$ cat config.mk
export PLATFORM = sky130hd
export DESIGN_NAME = fetch_pc_unit
export DESIGN_NICKNAME = d
export VERILOG_FILES = /design/src/rtl/fetch_pc_unit.sv
export SDC_FILE = /design/constraint.sdc
export NUM_CORES = 1
export LEC_CHECK = 0
export CORE_ASPECT_RATIO = 1.5
export CORE_MARGIN = 4
export CORE_UTILIZATION = 29
export DETAILED_ROUTE_END_ITERATION = 7
export SLEW_MARGIN = 15
export SYNTH_ARGS = -nofsm -noshare
export SYNTH_HDL_FRONTEND = slang
export SYNTH_SLANG_ARGS = --single-unit
$ cat constraint.sdc
create_clock -name clk -period 3.9 [get_ports clk]
set_input_delay 0.78 -clock clk [delete_from_list [all_inputs] [get_ports clk]]
set_output_delay 0.78 -clock clk [all_outputs]
set_load 0.01 [all_outputs]
$ cat src/rtl/fetch_pc_unit.sv
// Fetch PC owner: issues instruction-bus requests, buffers {pc, instr} for decode, squashes stale fetches.
// Define FETCH_ADEL_EN to trap misaligned fetch PCs instead of silently aligning the bus address.
module fetch_pc_unit #(
    parameter logic [31:0] RESET_PC = 32'hbfc0_0000
) (
    input  logic        clk,
    input  logic        resetn,
    input  logic        redirect_valid,
    input  logic [31:0] redirect_pc,
    output logic        ireq_valid,
    output logic [31:0] ireq_addr,
    input  logic        ireq_addr_ok,
    input  logic        iresp_data_ok,
    input  logic [31:0] iresp_data,
    output logic        out_valid,
    input  logic        out_ready,
    output logic [31:0] out_pc,
    output logic [31:0] out_instr,
    output logic        out_adel
);

    typedef enum logic [1:0] {S_REQ, S_WAIT, S_HOLD, S_DROP} state_t;

    state_t      state_q;
    logic [31:0] pc_q;
    logic [31:0] pend_pc_q;
    logic [31:0] out_pc_q;
    logic [31:0] out_instr_q;
    logic        redir_pend_q;
    logic        out_valid_q;
    logic        out_adel_q;
    logic        adel_lock_q;

    logic        misalign;
    logic        req_vis;
    logic        buf_free;
    logic [31:0] pc_inc_d;

`ifdef FETCH_ADEL_EN
    assign misalign  = (pc_q[1:0] != 2'b00);
    assign ireq_addr = pc_q;
`else
    assign misalign  = 1'b0;
    assign ireq_addr = {pc_q[31:2], 2'b00};
`endif

    assign pc_inc_d   = pc_q + 32'd4;
    assign req_vis    = (state_q == S_REQ) && !misalign;
    assign ireq_valid = resetn && req_vis;
    assign buf_free   = !out_valid_q || out_ready;

    assign out_valid  = out_valid_q;
    assign out_pc     = out_pc_q;
    assign out_instr  = out_instr_q;
    assign out_adel   = out_adel_q;

    always_ff @(posedge clk) begin
        if (!resetn) begin
            state_q      <= S_REQ;
            pc_q         <= RESET_PC;
            pend_pc_q    <= RESET_PC;
            redir_pend_q <= 1'b0;
            out_valid_q  <= 1'b0;
            out_pc_q     <= 32'h0;
            out_instr_q  <= 32'h0;
            out_adel_q   <= 1'b0;
            adel_lock_q  <= 1'b0;
        end else begin
            if (out_valid_q && out_ready) begin
                out_valid_q <= 1'b0;
            end
            if (redirect_valid) begin
                out_valid_q <= 1'b0;
                adel_lock_q <= 1'b0;
                case (state_q)
                    S_REQ: begin
                        // An offered but unaccepted request must keep its address; park the target.
                        if (req_vis && !ireq_addr_ok) begin
                            redir_pend_q <= 1'b1;
                            pend_pc_q    <= redirect_pc;
                        end else begin
                            pc_q         <= redirect_pc;
                            redir_pend_q <= 1'b0;
                            if (req_vis) begin
                                state_q <= S_DROP;
                            end
                        end
                    end
                    S_WAIT: begin
                        pc_q    <= redirect_pc;
                        state_q <= iresp_data_ok ? S_REQ : S_DROP;
                    end
                    S_HOLD: begin
                        pc_q    <= redirect_pc;
                        state_q <= S_REQ;
                    end
                    default: begin
                        pc_q <= redirect_pc;
                        if (iresp_data_ok) begin
                            state_q <= S_REQ;
                        end
                    end
                endcase
            end else begin
                case (state_q)
                    S_REQ: begin
                        if (misalign) begin
                            if (buf_free) begin
                                out_valid_q <= 1'b1;
                                out_pc_q    <= pc_q;
                                out_instr_q <= 32'h0;
                                out_adel_q  <= 1'b1;
                                adel_lock_q <= 1'b1;
                                state_q     <= S_HOLD;
                            end
                        end else if (ireq_addr_ok) begin
                            if (redir_pend_q) begin
                                pc_q         <= pend_pc_q;
                                redir_pend_q <= 1'b0;
                                state_q      <= S_DROP;
                            end else begin
                                state_q <= S_WAIT;
                            end
                        end
                    end
                    S_WAIT: begin
                        if (iresp_data_ok) begin
                            out_valid_q <= 1'b1;
                            out_pc_q    <= pc_q;
                            out_instr_q <= iresp_data;
                            out_adel_q  <= 1'b0;
                            pc_q        <= pc_inc_d;
                            state_q     <= out_ready ? S_REQ : S_HOLD;
                        end
                    end
                    S_HOLD: begin
                        // A trapped misaligned PC stays parked until execute redirects.
                        if (out_valid_q && out_ready && !adel_lock_q) begin
                            state_q <= S_REQ;
                        end
                    end
                    default: begin
                        if (iresp_data_ok) begin
                            state_q <= S_REQ;
                        end
                    end
                endcase
            end
        end
    end

endmodule

==> Word level (Yosys, flattened, before mapping) <==
Cells that the tools add are included.
{ "classes": {"n_addsub": 1, "shift": 0, "n_mux": 26, "mul": 0, "n_eq_ne": 7, "order_cmp": 0, "bitwise_logic": 2, "div_mod_pow": 0, "reduce_logical": 13} }
{ "op_table": {"columns": ["operator", "n"], "rows": [
  ["32-bit two-way mux", 6],
  ["32-bit case mux with 2 select lines", 1],
  ["32-bit by 3-bit adder with 32-bit output (second input constant)", 1],
  ["2-bit two-way mux", 9],
  ["3-bit != test (second input constant)", 5],
  ["2-bit case mux with 3 select lines", 2],
  ["1-bit two-way mux", 8],
  ["3-bit AND reduction", 2],
  ["5-bit AND reduction", 1],
  ["4-bit AND reduction", 1],
  ["1-bit logical AND", 3],
  ["3-bit nonzero test", 1],
  ["2-bit by 1-bit == test with 1-bit output (second input constant)", 1],
  ["2-bit == test (second input constant)", 1],
  ["2-bit logical NOT", 1],
  ["1-bit inverter", 2],
  ["2-bit AND reduction", 1],
  ["2-bit nonzero test", 1],
  ["2-bit OR reduction", 1],
  ["1-bit logical NOT", 1]
]} }
{ "word_totals": {"mem_bits_ro": 0, "output_inout_bits": 99, "word_cells": 56, "latch_bits": 0, "in_bits": 70, "memories": 0, "register_bits": 132, "ramBits": 0} }

==> Depth between registers and ports, before layout <==
{ "depth": {"ltp_word": 5, "mapped_depth": 8, "ltp_nobuf": 6} }

==> Worst setup path after synthesis <==
No wires, ideal clock.
{ "synth_path": {"kind": "input to output", "start": "input port resetn", "end": "output port ireq_valid", "n_path_buf": 2, "path_slack_ps": 1669, "arrival_time_ps": 1451, "t_required_ps": 3120, "stages": 3, "cell_sequence": "clkbuf_1 -> clkbuf_1 -> and2_1"} }
{ "synth_between": {"elab_chain_len": 1} }
{ "synth_rtl": {"columns": ["element", "line_no", "rtl"], "rows": [
  ["start: declaration", "7", "input logic resetn,"],
  ["1-bit logical AND", "49", "assign ireq_valid = resetn && req_vis;"],
  ["end: declaration", "10", "output logic ireq_valid,"]
]} }
No other way between the ends.

==> Worst setup path after layout <==
{ "layout_path": {"start": "register state_q[0]", "end": "output port ireq_valid"} }
{ "layout_between": {"elab_chain_len": 2} }
{ "layout_rtl": {"columns": ["element", "line_no", "rtl"], "rows": [
  ["start: declaration", "24", "state_t state_q;"],
  ["start signal: assignment", "91", "state_q <= iresp_data_ok ? S_REQ : S_DROP;"],
  ["start signal: assignment", "133", "state_q <= out_ready ? S_REQ : S_HOLD;"],
  ["2-bit logical NOT", "48", "assign req_vis = (state_q == S_REQ) && !misalign;"],
  ["1-bit logical AND", "49", null]
]} }
No other way between the ends.

==> out/summary.txt <==
Die Ht - 189 µm
1st-iter DRT viols - 291
# clock sinks - 132
Number of synthesized flops with an enable pin - 0
Clock latency at the later pin of the worst-skew pair - 0.41 ns
Power Dens Cells - 448 nW/µm²
Top Usage Layer GRT - met2
Final WL - 21100 µm
Hold_buf cts - 0
Remaining global-route overflow - 0
Most instantiated cells after synthesis - nand2_1 (235), dfxtp_1 (132), a21boi_0 (92)
Top-count cell post-synth - nand2_1
WS Path Type - reg -> out
Final std cells w/o fill - 1215
Tightest Pin Transition - 0.908 ns
Crit path max-delay cell type - clkdlybuf4s50_1
Tot GR Track Use - 17.0%
Setup_tns - 0 ns
Post-layout util - 40.6%
Crit path cell chain - nor2_1 > and2_1 > clkdlybuf4s50_1
Synth Area per Inst - 7.91 µm²
Global Route met2 Usage - 30.5%
1st-pass router iterations - 4
Final #Nets - 1001
# fillers - 2212
Worst-path clk slew - 0.06 ns
Cells after DPL - 1183
Vias in the first global route - 5976
Final Cycle Share - 72.2%
Final HPWL DP - 14600 µm
Yosys reg bits - 132
Die area - 24400 µm²
Vias - 6033
Via-per-instance ratio - 4.97
Post-CTS Resized - 0
CP max stage delay - 0.57 ns
Fin Hold WS - 0.461 ns
CP arrival - 2.04 ns
Root buffer cell - clkbuf_16
RSZ-0062 raised after global routing - no
Post-synth top area share - 41.6%
Max Cap Viol - 0
Fin. Hold Viols - 0
Remaining design rule violation count - 0
FMAX - 355 MHz
CP Launch Type - flop
Share of post-route cells with drive strength above 1 - 6.90%
Antenna violations before repair - 1
Cell Area, Synth - 6350 µm²
Yosys top cell by area - dfxtp_1
Final Critical Period - 2.82 ns
Distinct cell type count after synthesis - 66
Dominant cells by area after synthesis - dfxtp_1 (42%), nand2_1 (14%), a21boi_0 (11%)
Hold depth - 2
I/O pins - 169
Final GP Congestion - 0.789
Async S/R FF share, synth - 0%
First-pass GRT wire length - 32800 µm
Maximum VDD drop - 0.275 mV
Worst Path Max Fanout - 15
M1 GR Usage - 19.7%
GRT met3 Usage - 3.08%
Relative slew slack - 39.5%
Routed WL per cell - 17.3 µm
Largest net degree at the start of global routing - 79
Synth-to-layout area growth - 38.6%
CP endpoint kind - output pin
Postcts setup bufs - 0
Slew Viols, Final - 0
Pleak - 3.04 nW
R2r worst-path depth - 5
Synthesized instance count - 802
Tot Pwr - 3.94 mW
Yosys synthesis warning count - 0
Die width - 129 µm
CTS Buffer Depth - 2
Initial Util - 29.3%
H-tree Lvls - 4
# setup viols final - 0
Core area - 21600 µm²
Std-Cell Rows - 66
Status - finished, final reports clean
Top_reg_cell synth - dfxtp_1
CTS tree - done
CTS Buf Count - 17
PortBufs - 165
Worst path required time - 3.12 ns
Antenna viol nets, final - 0
Min-delay worst type - reg -> reg
Layout Skew - 0.00969 ns
Register area share after synthesis - 41.6%
[placed cells by master (no fill, tap or decap), types with 3 or more instances in the layout]
cell               n
nand2_1          234
clkdlybuf4s50_1  163
dfxtp_1          132
a21boi_0          92
o21ai_0           42
a21oi_1           23
nand3_1           21
nor2_1            17
clkbuf_16         17
buf_4             12
and3_1            11
nand4_1            9
nor3_1             9
a211oi_1           9
o211ai_1           8
mux2i_1            7
and4_1             7
a31oi_1            7
nor2b_1            6
o31ai_1            6
inv_1              5
a21boi_1           5
xor2_1             5
nor4_1             5
bufinv_16          5
nand2b_1           4
mux2_2             4
o221ai_1           4
clkinv_4           4
and2_1             3
nor3b_1            3
o31a_1             3
o22ai_1            3
o21a_1             3
o311ai_0           3
conb_1             3
buf_12             3
[report_power, final]
part	internal [mW]	switching, mW	total [mW]
Sequential	1.43	0.125	1.55
Clock	1.15	0.625	1.78
Combinational	0.300	0.309	0.609
[sequential cells by signal, indices dropped and copies added (netlist names)]
register and count:
out_pc 32, pc_q 32, redir_pend_q 1, pend_pc_q 32, out_valid 1, state_q 2
out_instr 32
[critical path, delay by kind of cell, from the launching register on]
kind | cells | cell delay (ns)
flip-flops | 1 | 0.48
AND/OR/NAND/NOR | 2 | 0.58
buffers and inverters | 1 | 0.57
[logic make-up after synthesis]
group,after synthesis,share of synthesized area [%]
XOR/XNOR,7,0.966
buffers and inverters,77,5.84
adder cells (fa/ha/maj),1,0.197
other,1,0.0591
multiplexers,11,1.81
flip-flops,132,41.6
AND/OR/NAND/NOR,349,25.1
AO/OA/AOI/OAI,224,24.4
[final cells by class]
class	count	area [µm²]	share of cell area, %
diodes	1	2.50	0.0285
clock buffers	19	443	5.04
clock inverters	12	205	2.33
inverters	5	18.8	0.213
multi-input cells	595	3360	38.2
flip-flops and latches	132	2640	30.0
well taps	272	340	3.87
repair buffers	179	1790	20.3
[per-layer routing]
layer / vias up / part of all wire, %
met4: 0 / 2.7
met3: 27 / 4.3
met5: - / 0
met1: 2823 / 41
li1: 3037 / -
met2: 146 / 52
[stage by stage]
step	instance area [µm²]	setup WS (ns)
after global placement	8140	0.817
final	8790	1.08
after floorplan	6350	1.67
after CTS	8790	1.07
after global routing	8790	0.974
after detailed placement	8140	0.769
[worst paths after layout]
kind | start | to | slack [ns]
setup reg to reg | state_q[0]$_SDFFE_PN0P_ | pc_q[14]$_SDFFE_PN0P_ | 1.52
hold / removal | pend_pc_q[14]$_SDFFE_PN0P_ | pend_pc_q[14]$_SDFFE_PN0P_ | 0.46
setup / recovery | state_q[0]$_SDFFE_PN0P_ | ireq_valid | 1.08
hold reg to reg | pend_pc_q[14]$_SDFFE_PN0P_ | pend_pc_q[14]$_SDFFE_PN0P_ | 0.46
(Power assumes the default switching activity.)
